$ cat config.mk
export PLATFORM = sky130hd
export DESIGN_NAME = load_store_unit
export DESIGN_NICKNAME = d
export VERILOG_FILES = /design/src/rtl/load_store_unit.sv
export SDC_FILE = /design/constraint.sdc
export NUM_CORES = 1
export LEC_CHECK = 0
export BUFFER_PORTS_ARGS = -buffer_cell sky130_fd_sc_hd__buf_2
export CORE_MARGIN = 10
export CORE_UTILIZATION = 47
export CTS_BUF_LIST = sky130_fd_sc_hd__clkbuf_8
export DETAILED_ROUTE_END_ITERATION = 10
export PLACE_DENSITY = 0.85
export SLEW_MARGIN = 20
export SYNTH_ARGS = -nofsm -noshare
export SYNTH_HDL_FRONTEND = slang
export SYNTH_SLANG_ARGS = --single-unit
$ cat constraint.sdc
create_clock -name clk -period 1.7 [get_ports clk]
set_input_delay 0.085 -clock clk [delete_from_list [all_inputs] [get_ports clk]]
set_output_delay 0.085 -clock clk [all_outputs]
set_load 0.005 [all_outputs]
$ cat src/rtl/load_store_unit.sv
// Load/store unit: formats core loads/stores onto a word-wide req/ack data bus.
// Ports: core side (MemRead, MemWrite, Load, Store, Addr, WriteData ->
//   ReadData, Stall, misaligned, bus_err); bus side (mem_req, mem_we,
//   mem_addr, mem_wdata, mem_be <- mem_rdata, mem_ack).
module load_store_unit #(
  parameter int TIMEOUT_CYCLES = 255
) (
  input  logic        clk,
  input  logic        reset,
  input  logic        MemRead,
  input  logic        MemWrite,
  input  logic [2:0]  Load,
  input  logic [1:0]  Store,
  input  logic [31:0] Addr,
  input  logic [31:0] WriteData,
  output logic [31:0] ReadData,
  output logic        Stall,
  output logic        misaligned,
  output logic        bus_err,
  output logic        mem_req,
  output logic        mem_we,
  output logic [31:0] mem_addr,
  output logic [31:0] mem_wdata,
  output logic [3:0]  mem_be,
  input  logic [31:0] mem_rdata,
  input  logic        mem_ack
);

  localparam int CW = (TIMEOUT_CYCLES < 3) ? 1
                    : $clog2(TIMEOUT_CYCLES);

  localparam logic [1:0] SZ_B = 2'd0;
  localparam logic [1:0] SZ_H = 2'd1;
  localparam logic [1:0] SZ_W = 2'd2;

  typedef enum logic [1:0] {
    IDLE,
    WAIT,
    DONE
  } state_t;

  state_t state_q, state_d;

  logic [31:0]   addr_q;
  logic [31:0]   wdata_q;
  logic [1:0]    size_q;
  logic          sext_q;
  logic          we_q;
  logic [CW-1:0] cnt_q;
  logic [31:0]   data_q;
  logic          err_q;
  logic [31:0]   last_q;

  logic          access;
  logic [1:0]    req_size;
  logic          req_sext;
  logic          req_mis;

  logic          lat_en;
  logic          cap_en;
  logic [31:0]   cap_data;
  logic          cap_err;

  logic [3:0]    lane_be;
  logic [31:0]   lane_wd;
  logic [31:0]   shifted;
  logic [31:0]   fmt_rd;

  assign access = MemRead | MemWrite;

  // Decode the incoming request; a store wins over a load.
  always_comb begin
    req_size = SZ_W;
    req_sext = 1'b0;
    if (MemWrite) begin
      case (Store)
        2'b01:   req_size = SZ_H;
        2'b10:   req_size = SZ_B;
        default: req_size = SZ_W;
      endcase
    end else begin
      case (Load)
        3'b000: begin
          req_size = SZ_B;
          req_sext = 1'b1;
        end
        3'b001: begin
          req_size = SZ_H;
          req_sext = 1'b1;
        end
        3'b011:  req_size = SZ_B;
        3'b100:  req_size = SZ_H;
        default: req_size = SZ_W;
      endcase
    end
    req_mis = ((req_size == SZ_W) && (Addr[1:0] != 2'b00))
            || ((req_size == SZ_H) && Addr[0]);
  end

  // Byte lanes and replicated store data from the latched request.
  always_comb begin
    case (size_q)
      SZ_B: begin
        lane_be = 4'b0001 << addr_q[1:0];
        lane_wd = {4{wdata_q[7:0]}};
      end
      SZ_H: begin
        lane_be = addr_q[1] ? 4'b1100 : 4'b0011;
        lane_wd = {2{wdata_q[15:0]}};
      end
      default: begin
        lane_be = 4'b1111;
        lane_wd = wdata_q;
      end
    endcase
  end

  // Load formatting: align the addressed lane down, then extend.
  always_comb begin
    shifted = data_q >> {addr_q[1:0], 3'b000};
    case (size_q)
      SZ_B: fmt_rd = sext_q ? {{24{shifted[7]}}, shifted[7:0]}
                            : {24'b0, shifted[7:0]};
      SZ_H: fmt_rd = sext_q ? {{16{shifted[15]}}, shifted[15:0]}
                            : {16'b0, shifted[15:0]};
      default: fmt_rd = shifted;
    endcase
  end

  assign mem_addr  = {addr_q[31:2], 2'b00};
  assign mem_wdata = lane_wd;

  always_comb begin
    state_d    = state_q;
    Stall      = 1'b0;
    misaligned = 1'b0;
    bus_err    = 1'b0;
    mem_req    = 1'b0;
    mem_we     = 1'b0;
    mem_be     = 4'b0000;
    ReadData   = last_q;
    lat_en     = 1'b0;
    cap_en     = 1'b0;
    cap_data   = 32'b0;
    cap_err    = 1'b0;
    case (state_q)
      IDLE: begin
        if (access) begin
          if (req_mis) begin
            misaligned = 1'b1;
            ReadData   = 32'b0;
          end else begin
            Stall   = 1'b1;
            lat_en  = 1'b1;
            state_d = WAIT;
          end
        end
      end
      WAIT: begin
        Stall   = 1'b1;
        mem_req = 1'b1;
        mem_we  = we_q;
        mem_be  = lane_be;
        if (mem_ack) begin
          cap_en   = 1'b1;
          cap_data = mem_rdata;
          state_d  = DONE;
        end else if (cnt_q == CW'(TIMEOUT_CYCLES - 1)) begin
          // Abandon the access; the result reads as zero.
          cap_en  = 1'b1;
          cap_err = 1'b1;
          state_d = DONE;
        end
      end
      DONE: begin
        ReadData = fmt_rd;
        bus_err  = err_q;
        state_d  = IDLE;
      end
      default: state_d = IDLE;
    endcase
    if (reset) begin
      state_d    = IDLE;
      Stall      = 1'b0;
      misaligned = 1'b0;
      bus_err    = 1'b0;
      mem_req    = 1'b0;
      mem_we     = 1'b0;
      mem_be     = 4'b0000;
      ReadData   = 32'b0;
      lat_en     = 1'b0;
      cap_en     = 1'b0;
    end
  end

  always_ff @(posedge clk) begin
    if (reset) begin
      state_q <= IDLE;
      addr_q  <= '0;
      wdata_q <= '0;
      size_q  <= SZ_W;
      sext_q  <= 1'b0;
      we_q    <= 1'b0;
      cnt_q   <= '0;
      data_q  <= '0;
      err_q   <= 1'b0;
      last_q  <= '0;
    end else begin
      state_q <= state_d;
      if (lat_en) begin
        addr_q  <= Addr;
        wdata_q <= WriteData;
        size_q  <= req_size;
        sext_q  <= req_sext;
        we_q    <= MemWrite;
        cnt_q   <= '0;
      end else if (state_q == WAIT) begin
        cnt_q <= cnt_q + CW'(1);
      end
      if (cap_en) begin
        data_q <= cap_data;
        err_q  <= cap_err;
      end
      if (state_q == DONE) begin
        last_q <= fmt_rd;
      end
    end
  end

endmodule

Word-level counts from Yosys, hierarchy flattened
Index checks and enable logic that the tools add are counted.
{"block": "word_totals", "reg_bits": 143, "output_inout_bits": 105, "elab_cells": 86}
{"block": "classes", "addsub": 1, "n_eq_ne": 14, "shift": 2, "n_mux": 46, "bitwise_logic": 1, "reduce_logical": 12}
{"operator": "32-bit two-way mux", "count": 7}
{"operator": "32-bit case mux with 2 select lines", "count": 3}
{"operator": "32-bit by 5-bit right shift with 32-bit output", "count": 1}
{"operator": "1-bit two-way mux", "count": 23}
{"operator": "4-bit two-way mux", "count": 3}
{"operator": "2-bit case mux with 2 select lines", "count": 3}
{"operator": "2-bit two-way mux", "count": 5}
{"operator": "8-bit by 1-bit adder with 8-bit output, second input constant", "count": 1}
{"operator": "2-bit by 1-bit == test with 1-bit output, second input constant", "count": 4}
{"operator": "8-bit == test, second input constant", "count": 1}
{"operator": "4-bit case mux with 2 select lines", "count": 1}
{"operator": "2-bit OR reduction", "count": 4}
{"operator": "2-bit == test, second input constant", "count": 3}
{"operator": "2-bit logical NOT", "count": 2}
{"operator": "2-bit inequality test, second input constant", "count": 2}
{"operator": "1-bit by 2-bit left shift with 4-bit output, first input constant", "count": 1}
{"operator": "3-bit by 1-bit == test with 1-bit output, second input constant", "count": 1}
{"operator": "3-bit by 2-bit == test with 1-bit output, second input constant", "count": 1}
{"operator": "3-bit == test, second input constant", "count": 1}
{"operator": "3-bit logical NOT", "count": 1}
{"operator": "3-bit inequality test, second input constant", "count": 1}
{"operator": "3-bit AND reduction", "count": 1}
{"operator": "1-bit logical AND", "count": 2}
{"operator": "1-bit case mux with 2 select lines", "count": 1}
{"operator": "other kinds (3)", "count": 3}

Longest topological paths before layout
Gate-level depths: netlist of run 1.
{"block": "depth", "depth_word": 12, "ltp_mapped": 9, "mapped_depth_nobuf": 7}

Least setup slack after synthesis of run 1
OpenSTA, ideal clock, no wires.
{"block": "synth_path", "path_kind": "reg2reg", "from": "register cnt_q[0]", "to": "register data_q[0]", "setup_time_ns": 0.060, "arrival_ns": 1.583, "t_required_ns": 1.640, "setup_slack_ns": 0.057, "path_stages_with_launch": 8, "path_buffers": 1, "period_less_slack_ns": 1.643, "path_cell_list": "dfxtp_1 > inv_1 > ha_1 > a41oi_1 > nor2_1 > nor2_1 > clkbuf_1 > a22o_1"}
{"block": "synth_between", "elab_chain_cells": 5}
{"element": "from (decl)", "line": "49", "source": "logic [CW-1:0] cnt_q;"}
{"element": "from (signal assigned)", "line": "218", "source": "cnt_q <= cnt_q + CW'(1);"}
{"element": "8-bit == test", "line": "168", "source": "end else if (cnt_q == CW'(TIMEOUT_CYCLES - 1)) begin"}
{"element": "1-bit two-way mux", "line": "168"}
{"element": "1-bit two-way mux", "line": "164", "source": "if (mem_ack) begin"}
{"element": "1-bit two-way mux", "line": "146", "source": "case (state_q)"}
{"element": "1-bit two-way mux", "line": "182", "source": "if (reset) begin"}
{"element": "to (signal assigned)", "line": "221", "source": "data_q <= cap_data;"}
{"element": "to (decl)", "line": "50", "source": "logic [31:0] data_q;"}
Every way passes these cells.
A chain may end at the register's enable or synchronous reset.

Worst setup path in the final report of run 1
{"block": "layout_path", "from": "register addr_q[1]", "to": "output ReadData[28]"}
{"block": "layout_between", "elab_chain_cells": 5, "elab_cells_between_ends": 6}
{"element": "from (decl)", "line": "44", "source": "logic [31:0] addr_q;"}
{"element": "from (signal assigned)", "line": "211", "source": "addr_q <= Addr;"}
{"element": "32-bit by 5-bit right shift with 32-bit output *", "line": "120", "source": "shifted = data_q >> {addr_q[1:0], 3'b000};"}
{"element": "32-bit two-way mux, on equally long branches", "line": "124, 122"}
{"element": "32-bit case mux with 2 select lines *", "line": "121", "source": "case (size_q)"}
{"element": "32-bit case mux with 2 select lines *", "line": "146"}
{"element": "32-bit two-way mux *", "line": "182"}
{"element": "to (decl)", "line": "16", "source": "output logic [31:0] ReadData,"}
Every way passes the cells marked *; elsewhere a longest branch is shown, timed or not.

==> impl_metrics.toml, run 1 <==
[clocking]
clkSinkCount = 143
clkSlewWorstSetupHoldPaths_ns = 0.08
cts-buffers-inserted = 17
clk_latency_ns = 0.47
max-clock-path-buffers = 2
cts_root_buf = "clkbuf_8"
cts_tree = "built"
htreeDepth = 4

[timing]
slew_headroom_pct = 52.71
hold_viol_final = 0
finClkSkew_ns = 0.01719
worst_slew_pin_slew_ns = 0.7070
setup_slack_ns = -0.4859
final-max-slew-violation-count = 0
min_period_ns = 2.186
hold_slack_ns = 0.1826
rsz0062_at_grt = "yes"
setup_violations = 48
finalCritPeriodShare_pct = 128.6
fmax_mhz = 457.5

[power_and_ir_drop]
switchingPower_uw = 2435
peakVddDrop_uv = 521.2
p_clk_share_pct = 33.5
seqPwrFrac_pct = 44.7
p_int_uw = 5951
power_leakage_uw = 0.004195
switching_share_pct = 29.04
power_frac_comb_pct = 21.8
pwr_density_cell_nw_per_um2 = 885.9

[yosys]
muxShareOfSynthArea_pct = 8.891
synth-seq-cells = 143
ys.warnings.count = 0
synth_simple_gate_area_share_pct = 8.337
synthXorXnorAreaFrac_pct = 1.248
yosysTopAreaCell = "dfxtp_1"
ys_seq_area_share_pct = 45.31
synth_area_sq_um = 6319
yosys-top-cells-area = "dfxtp_1 (45%), a22o_1 (14%), mux2_2 (5.5%)"
synth_top_family_by_area = "compound AO/OA/AOI/OAI gates"
synth_adder_area_share_pct = 0.5941
synth_cell_types = 45
synth_top_cell_area_share_pct = 45.31
postSynthAreaPerCell_sq_um = 9.473
syn_inst = 667
synth_compound_area_share_pct = 25.86

[setup_path]
slowest_delay_ns = 0.40
crit_slowest_cell = "dfxtp_4"
setup.worst_path.end_class = "output pin"
critical_path.startpoint_type = "flop"
reg2regPathDepth = 6
critPathMaxFanout = 8
r2r_slack_ns = -0.01
reg2reg_to = "addr_q[21]$_SDFFE_PP0P_"
arrival_ns = 2.10
rr_startpoint = "state_q[0]$_SDFFE_PP0P_"
cpLargestDelayFamily = "compound AO/OA/AOI/OAI gates"
worst-path-buf-inv = 2
crit_required_ns = 1.62
path_class = "reg -> out"
cp_cell_sequence = "mux2i_4, mux2i_1, o211a_4, buf_12, a21oi_2, o22ai_2, buf_2"

[placement]
post-place-ws_ns = -0.2903
placed_cells = 999
gp_congestion = 0.8672
dp_hpwl_mm = 14.21
port_buffers = 208

[finish]
mostFrequentLayoutCell = "buf_2"
final_layout_size_suffix_gt1_share_pct = 40.19
fin_nets = 1064
fillers = 831
area_delta_synth_final_pct = 49.82
layout.cells.non_filler = 1148
layout_common_cells = "buf_2 (200), dfxtp_1 (137), dlygate4sd3_1 (100)"

[die]
rows = 42
fp.dieArea_sq_um = 18480
dieHeight_um = 135.9
initial_core_util_pct = 47.90
fp.dieW_um = 135.9
top_level_ports = 211
core_sq_um = 13190

[routing]
wl_mm = 24.36
drtPass1Iterations = 6
via_per_inst = 5.725
antenna_left = 0
routedWlPerCell_um = 21.22
dr_total_vias = 6572
drc = 0
drt-initial-drc-count = 653

[global_route]
grt_pass1_vias = 6345
grt_pass1_wl_mm = 35.29
grt_start_max_net_pins = 42
antenna_found_initial = 4
overflow = 0
grt_usage_pct = 24.22

[worst_hold_path]
min_to = "last_q[19]$_SDFFE_PP0P_"
hp-class = "in -> reg"
min_from = "reset"
hold_depth = 3

[status]
status = "finished with violations"
violations = "negative setup slack"

[job]
maxCapViolCount = 0
==> worst register-to-register path, stage by stage, from the launching register on <==
cell	delay [ns]
dfxtp_1	0.32
buf_4	0.15
o21bai_2	0.22
nor3_1	0.23
and2_2	0.25
buf_4	0.25
a22o_1	0.23
==> sequential cells by signal, indices dropped and copies added, names as in the netlist <==
signal	flops
addr_q	32
data_q	32
last_q	32
wdata_q	32
cnt_q	8
size_q	2
state_q	2
err_q	1
sext_q	1
we_q	1
==> repair_timing <==
action	4_1_cts	5_1_grt
gates cloned	1	1
buffers inserted	6	8
pin swaps	5	22
endpoints found under the setup margin	71	116
gates resized for setup	64	50
hold buffers	100	0
hold endpoints to repair	99	0
==> layer usage <==
metal	share of wire [%]	vias up	GRT usage (%)
li1	-	2968	-
met1	38	3086	27.91
met2	49	406	40.33
met3	7.6	112	5.793
met4	5.8	0	13.79
met5	0	-	0
==> logic make-up after synthesis <==
| logic type | after synthesis |
|---|---|
| DFF | 143 |
| xor gates and xnor gates | 9 |
| and+or+nand+nor | 121 |
| AOI/OAI and AO/OA | 231 |
| buffers and inverters | 108 |
| muxes | 51 |
| adders and majority gates | 3 |
| other | 1 |
==> cell type report <==
class / instances / area, sq um / share of cell area (%)
multi-input cells: 417 / 3199 / 33.80
clock buffers: 17 / 234.0 / 2.472
inverters: 14 / 52.55 / 0.5551
clock inverters: 15 / 171.4 / 1.811
well taps: 176 / 220.2 / 2.326
diodes: 4 / 10.01 / 0.1057
repair buffers: 362 / 2704 / 28.56
flip-flops and latches: 143 / 2875 / 30.37
==> power by group through the flow <==
stage | clock network [uW] | registers, uW | logic, uW
after floorplan | 0 | 3740 | 888
after global placement | 0 | 3770 | 1330
after detailed placement | 0 | 3790 | 1350
after CTS | 2820 | 3720 | 1670
after global routing | 2970 | 3760 | 1930
final | 2810 | 3750 | 1830
==> how the worst max path moves through the flow <==
stage | from | endpoint | slack (ns) | cells after the start
floorplan | cnt_q[0]$_SDFFE_PP0P_ | data_q[0]$_SDFFE_PP0P_ | 0.06 | 7
global placement | state_q[0]$_SDFFE_PP0P_ | ReadData[16] | -0.22 | 5
detailed placement | state_q[0]$_SDFFE_PP0P_ | ReadData[19] | -0.29 | 5
CTS | addr_q[1]$_SDFFE_PP0P_ | ReadData[29] | -0.42 | 7
global route | addr_q[0]$_SDFFE_PP0P_ | ReadData[28] | -0.54 | 7
finish | addr_q[1]$_SDFFE_PP0P_ | ReadData[28] | -0.49 | 7
==> synthesized netlist by cell type (all sizes together) <==
master,number
a2bb2oi,1
nor3,4
buf,69
nand3,3
a21o,1
dfxtp,143
and3,2
inv,14
and2,3
a41oi,1
o211a,1
a22o,98
a32oi,2
nor4,1
xnor2,2
o21ai,20
a211oi,3
nor2,33
nand2,60
xor2,7
conb,1
o21a,7
nand2b,6
nor3b,1
nor2b,4
nand3b,1
a22oi,1
nand4,2
o22ai,33
clkbuf,25
ha,3
a21oi,60
mux2i,19
o211ai,1
mux4,1
o21bai,2
and4,1
mux2,31
==> stage by stage <==
step | utilization, % | cell area (sq um) | total power, uW | setup TNS [ns]
after CTS | 69.49 | 9166 | 8200 | -13.15
after global routing | 71.77 | 9467 | 8661 | -19.53
after detailed placement | 56.36 | 7433 | 5137 | -10.26
after floorplan | - | 6322 | 4623 | 0
after global placement | 56.36 | 7433 | 5103 | -4.756
final | 71.77 | 9467 | 8386 | -13.27
Power figures use the tool's default switching activity.
==> run 2, diff against run 1 <==
--- a/config.mk
+++ b/config.mk
@@ -6,10 +6,12 @@
 export NUM_CORES = 1
 export LEC_CHECK = 0
 export BUFFER_PORTS_ARGS = -buffer_cell sky130_fd_sc_hd__buf_2
+export CORE_ASPECT_RATIO = 1.1
 export CORE_MARGIN = 10
 export CORE_UTILIZATION = 47
 export CTS_BUF_LIST = sky130_fd_sc_hd__clkbuf_8
 export DETAILED_ROUTE_END_ITERATION = 10
+export GPL_ROUTABILITY_DRIVEN = 0
 export PLACE_DENSITY = 0.85
 export SLEW_MARGIN = 20
 export SYNTH_ARGS = -nofsm -noshare
==> run 2 against run 1 <==
  * The run still ends with negative setup slack left
  * Total power increased by 5.6%
  * Sequential power about the same
  * Sequential share of layout area decreased by 1.4 points
  * Maximum frequency decreased by 4.9%
  * Highest routed layer unchanged
==> impl_metrics.toml, run 2 (synthesis results as in run 1) <==
[routing]
wl_mm = 27.54
routedWlPerCell_um = 23.89
drtPass1Iterations = 6
via_per_inst = 6.135
dr_total_vias = 7074
drt-initial-drc-count = 792
antenna_left = 0
drc = 0

[placement]
port_buffers = 208
placed_cells = 989
postPlaceCellArea_sq_um = 7427
dp_hpwl_mm = 14.19

[clocking]
clkSlewWorstSetupHoldPaths_ns = 0.08
cts_tree = "built"
max-clock-path-buffers = 2
cts_root_buf = "clkbuf_8"
cts-buffers-inserted = 17
clkSinkCount = 143
clk_latency_ns = 0.47
htreeDepth = 4

[die]
rows = 44
dieHeight_um = 141.6
initial_core_util_pct = 47.82
fp.dieW_um = 130.6
core_sq_um = 13210
top_level_ports = 211
fp.dieArea_sq_um = 18490

[setup_path]
crit_slowest_cell = "dfxtp_1"
arrival_ns = 2.21
critPathMaxFanout = 8
crit_required_ns = 1.62
critical_path.startpoint_type = "flop"
path_class = "reg -> out"
setup.worst_path.end_class = "output pin"
slowest_delay_ns = 0.46
cp_cell_sequence = "mux2i_4, o211ai_1, buf_4, o211a_4, a21oi_2, o22ai_1, buf_2"

[power_and_ir_drop]
switching_share_pct = 28.89
power_frac_comb_pct = 23.8
switchingPower_uw = 2558
peakVddDrop_uv = 712.3
total_power_uw = 8854
pwr_density_cell_nw_per_um2 = 892.1
power_leakage_uw = 0.004341
p_clk_share_pct = 33.7
p_int_uw = 6296
seqPwrFrac_pct = 42.5

[finish]
mostFrequentLayoutCell = "buf_2"
layout.cells.non_filler = 1153
fin_nets = 1083
design_area_sq_um = 9925
fillers = 701
final_layout_size_suffix_gt1_share_pct = 43.87
seq_area_sq_um = 2878
layout_common_cells = "buf_2 (191), dfxtp_1 (137), a22o_1 (98)"
area_delta_synth_final_pct = 57.07
multi_input_area_sq_um = 3401

[timing]
finClkSkew_ns = 0.01398
hold_viol_final = 0
final-max-slew-violation-count = 0
hold_slack_ns = 0.04351
worst_slew_pin_slew_ns = 0.6164
rsz0062_at_grt = "yes"
slew_headroom_pct = 58.77
min_period_ns = 2.298
setup_violations = 65
fmax_mhz = 435.1
finalCritPeriodShare_pct = 135.2
setup_slack_ns = -0.5981

[global_route]
grt_pass1_vias = 6937
antenna_found_initial = 4
grt_usage_pct = 25.30
grt_pass1_wl_mm = 37.03
overflow = 0
grt_start_max_net_pins = 56

[status]
violations = "negative setup slack"
status = "finished with violations"

[worst_hold_path]
hp-class = "in -> reg"

[job]
maxCapViolCount = 0
-- run 2: layout make-up --
class | count | area share, %
diodes | 5 | 0.1261
clock buffers | 22 | 3.051
clock inverters | 10 | 1.349
inverters | 14 | 0.5295
multi-input cells | 418 | 34.27
flip-flops and latches | 143 | 29.00
well taps | 161 | 2.030
repair buffers | 380 | 29.65
-- run 2: metal layers --
metal | global-route usage (%) | part of all wire, % | wire length (um) | vias up
met5 | 0 | 0 | 0 | -
met4 | 14.94 | 6.8 | 1860 | 0
met3 | 6.523 | 9.8 | 2689 | 169
met2 | 42.21 | 47 | 13070 | 583
met1 | 28.28 | 36 | 9921 | 3320
li1 | - | - | - | 3002
-- run 2: worst max-delay path, delay by kind of cell (launching register included) --
kind / cells / cell delay (ns)
muxes: 1 / 0.14
AOI/OAI and AO/OA: 4 / 0.81
DFF: 1 / 0.46
buffers and inverters: 2 / 0.34
-- run 2: power by group through the flow --
stage / combinational (uW) / clock [uW] / sequential, uW
after floorplan: 888 / 0 / 3740
after global placement: 1330 / 0 / 3780
after detailed placement: 1350 / 0 / 3790
after CTS: 1750 / 2970 / 3720
after global routing: 2190 / 3120 / 3780
final: 2110 / 2980 / 3770
-- run 2: path summary, 6_finish.rpt --
check	start	endpoint	slack [ns]	depth (start not counted)
worst max-delay path	data_q[15]$_SDFFE_PP0P_	ReadData[16]	-0.60	7
worst min-delay path	Load[2]	sext_q$_SDFFE_PP0P_	0.04	3
worst max register to register	data_q[15]$_SDFFE_PP0P_	last_q[27]$_SDFFE_PP0P_	-0.17	8
worst min register to register	last_q[20]$_SDFFE_PP0P_	last_q[20]$_SDFFE_PP0P_	0.47	2
-- run 2: metrics by stage --
| step | setup TNS [ns] | util [%] | setup WS [ns] |
|---|---|---|---|
| after floorplan | 0 | - | 0.05692 |
| after global placement | -8.084 | 56.21 | -0.2022 |
| after detailed placement | -9.492 | 56.21 | -0.1596 |
| after CTS | -12.95 | 71.20 | -0.4506 |
| after global routing | -20.00 | 75.09 | -0.6650 |
| final | -17.18 | 75.11 | -0.5981 |
-- run 2: repair_timing --
action	CTS	global route
resized for setup	103	80
hold endpoints to repair	99	0
endpoints found under the setup margin	78	100
setup buffers	13	14
hold buffers	97	0
pin swaps	20	6
cloned	3	2
==> run 3, diff against run 2 <==
--- a/config.mk
+++ b/config.mk
@@ -6,13 +6,15 @@
 export NUM_CORES = 1
 export LEC_CHECK = 0
 export BUFFER_PORTS_ARGS = -buffer_cell sky130_fd_sc_hd__buf_2
+export CELL_PAD_IN_SITES_DETAIL_PLACEMENT = 1
+export CELL_PAD_IN_SITES_GLOBAL_PLACEMENT = 1
 export CORE_ASPECT_RATIO = 1.1
 export CORE_MARGIN = 10
-export CORE_UTILIZATION = 47
-export CTS_BUF_LIST = sky130_fd_sc_hd__clkbuf_8
+export CORE_UTILIZATION = 34
+export CTS_BUF_LIST = sky130_fd_sc_hd__clkbuf_4 sky130_fd_sc_hd__clkbuf_8 sky130_fd_sc_hd__clkbuf_16
 export DETAILED_ROUTE_END_ITERATION = 10
 export GPL_ROUTABILITY_DRIVEN = 0
-export PLACE_DENSITY = 0.85
+export PLACE_DENSITY = 0.84
 export SLEW_MARGIN = 20
 export SYNTH_ARGS = -nofsm -noshare
 export SYNTH_HDL_FRONTEND = slang
==> run 3 against run 2 <==
  * The flow still finishes with violations (negative setup slack)
  * Final cell count is 9.3% higher
  * Setup slack better by 0.0043 ns
  * Register-to-register slack lost 0.28 ns
  * Clock power rose by 46%
  * First-iteration DRC count is 12% lower
==> impl_metrics.toml, run 3 (synthesis results as in run 1) <==
[status]
status = "finished with violations"
violations = "negative setup slack"

[global_route]
antenna_found_initial = 4
grt_pass1_vias = 7596
grt_usage_pct = 24.89
grt_start_max_net_pins = 45
grt_pass1_wl_mm = 47.04
overflow = 0

[finish]
final_util_pct = 58.05
area_delta_synth_final_pct = 68.55
fillers = 2004
mostFrequentLayoutCell = "buf_2"
layout_common_cells = "buf_2 (199), dfxtp_1 (134), a22o_1 (98)"
final_layout_size_suffix_gt1_share_pct = 47.48
layout.cells.non_filler = 1260
fin_nets = 1107

[setup_path]
r2r_slack_ns = -0.45
arrival_ns = 2.21
critical_path.startpoint_type = "flop"
path_class = "reg -> out"
crit_required_ns = 1.62
critPathMaxFanout = 7
setup.worst_path.end_class = "output pin"

[power_and_ir_drop]
p_clk_share_pct = 41.8
peakVddDrop_uv = 925.6
switchingPower_uw = 3056
switching_share_pct = 29.26
seqPwrFrac_pct = 36.4
p_int_uw = 7387
power_frac_comb_pct = 21.8
total_power_uw = 10440
power_leakage_uw = 0.004620
pwr_density_cell_nw_per_um2 = 980.5

[job]
maxCapViolCount = 0

[die]
core_sq_um = 18350
fp.dieArea_sq_um = 24440
fp.dieW_um = 150.0
initial_core_util_pct = 34.44
dieHeight_um = 163.0
top_level_ports = 211
rows = 52

[routing]
routedWlPerCell_um = 28.92
dr_total_vias = 7339
drc = 0
via_per_inst = 5.825
drtPass1Iterations = 5
antenna_left = 0
wl_mm = 36.44
drt-initial-drc-count = 696

[timing]
hold_viol_final = 0
setup_slack_ns = -0.5938
fmax_mhz = 436.0
min_period_ns = 2.294
finClkSkew_ns = 0.02376
finalCritPeriodShare_pct = 134.9
setup_violations = 165
final-max-slew-violation-count = 0
rsz0062_at_grt = "yes"

[clocking]
htreeDepth = 4
clkSlewWorstSetupHoldPaths_ns = 0.07
clkSinkCount = 143
max-clock-path-buffers = 2
cts_tree = "built"
cts_root_buf = "clkbuf_16"
clk_latency_ns = 0.44
cts-buffers-inserted = 17

[placement]
post-place-ws_ns = -0.3534
dp_hpwl_mm = 16.92
placed_cells = 1079
port_buffers = 208

[worst_hold_path]
hp-class = "in -> reg"
[run 3: final cells by class]
class | instances | area (sq um) | share of cell area, %
Inverter | 14 | 55.05 | 0.5169
Timing Repair Buffer | 405 | 3161 | 29.68
Clock buffer | 20 | 454.2 | 4.265
Multi-Input combinational cell | 417 | 3571 | 33.53
Tap cell | 243 | 304.0 | 2.855
Antenna cell | 6 | 15.01 | 0.1410
Sequential cell | 143 | 2884 | 27.08
Clock inverter | 12 | 206.4 | 1.938
[run 3: worst paths after layout]
path | end | start | cells after the start
hold reg to reg | last_q[23]$_SDFFE_PP0P_ | last_q[23]$_SDFFE_PP0P_ | 2
setup / recovery | ReadData[24] | data_q[23]$_SDFFE_PP0P_ | 8
setup reg to reg | last_q[8]$_SDFFE_PP0P_ | data_q[31]$_SDFFE_PP0P_ | 10
hold / removal | we_q$_SDFFE_PP0P_ | MemWrite | 2
[run 3: per-stage QoR]
stage	area (sq um)	TNS (ns)	hold WS, ns
2_1_floorplan	6322	0	0.1806
5_1_grt	10650	-29.69	0.1389
6_report	10650	-25.96	0.1532
4_1_cts	10000	-13.15	0.03557
3_3_place_gp	7627	-14.48	0.2949
3_5_place_dp	7627	-19.82	0.3003
[run 3: what timing repair did]
item | 4_1_cts | 5_1_grt
pin swaps | 9 | 23
setup buffers | 26 | 19
hold buffers | 97 | 0
endpoints found under the setup margin | 81 | 145
gates cloned | 2 | 3
hold endpoints to repair | 97 | 0
gates resized for setup | 114 | 102
[run 3: power groups by stage]
stage | Combinational [uW] | Clock, uW | Sequential (uW)
finish | 2280 | 4360 | 3800
global route | 2360 | 4500 | 3820
CTS | 1890 | 4270 | 3740
detailed placement | 1420 | 0 | 3790
global placement | 1380 | 0 | 3780
floorplan | 888 | 0 | 3740
[run 3: layer usage]
metal	vias up	track usage, %	wire length, um
met5	-	0	0
met4	0	13.84	2305
met3	168	4.975	2366
met2	478	43.59	18040
met1	3640	27.54	13720
li1	3053	-	-
[run 3: worst max-delay path, stage by stage, from the launching register on]
cell and delay (ns):
dfxtp_1 0.47, buf_4 0.18, nand3b_1 0.11, o211ai_1 0.14, o211a_4 0.27, clkbuf_16 0.20, a21oi_4 0.05, o22ai_1 0.17
buf_2 0.16
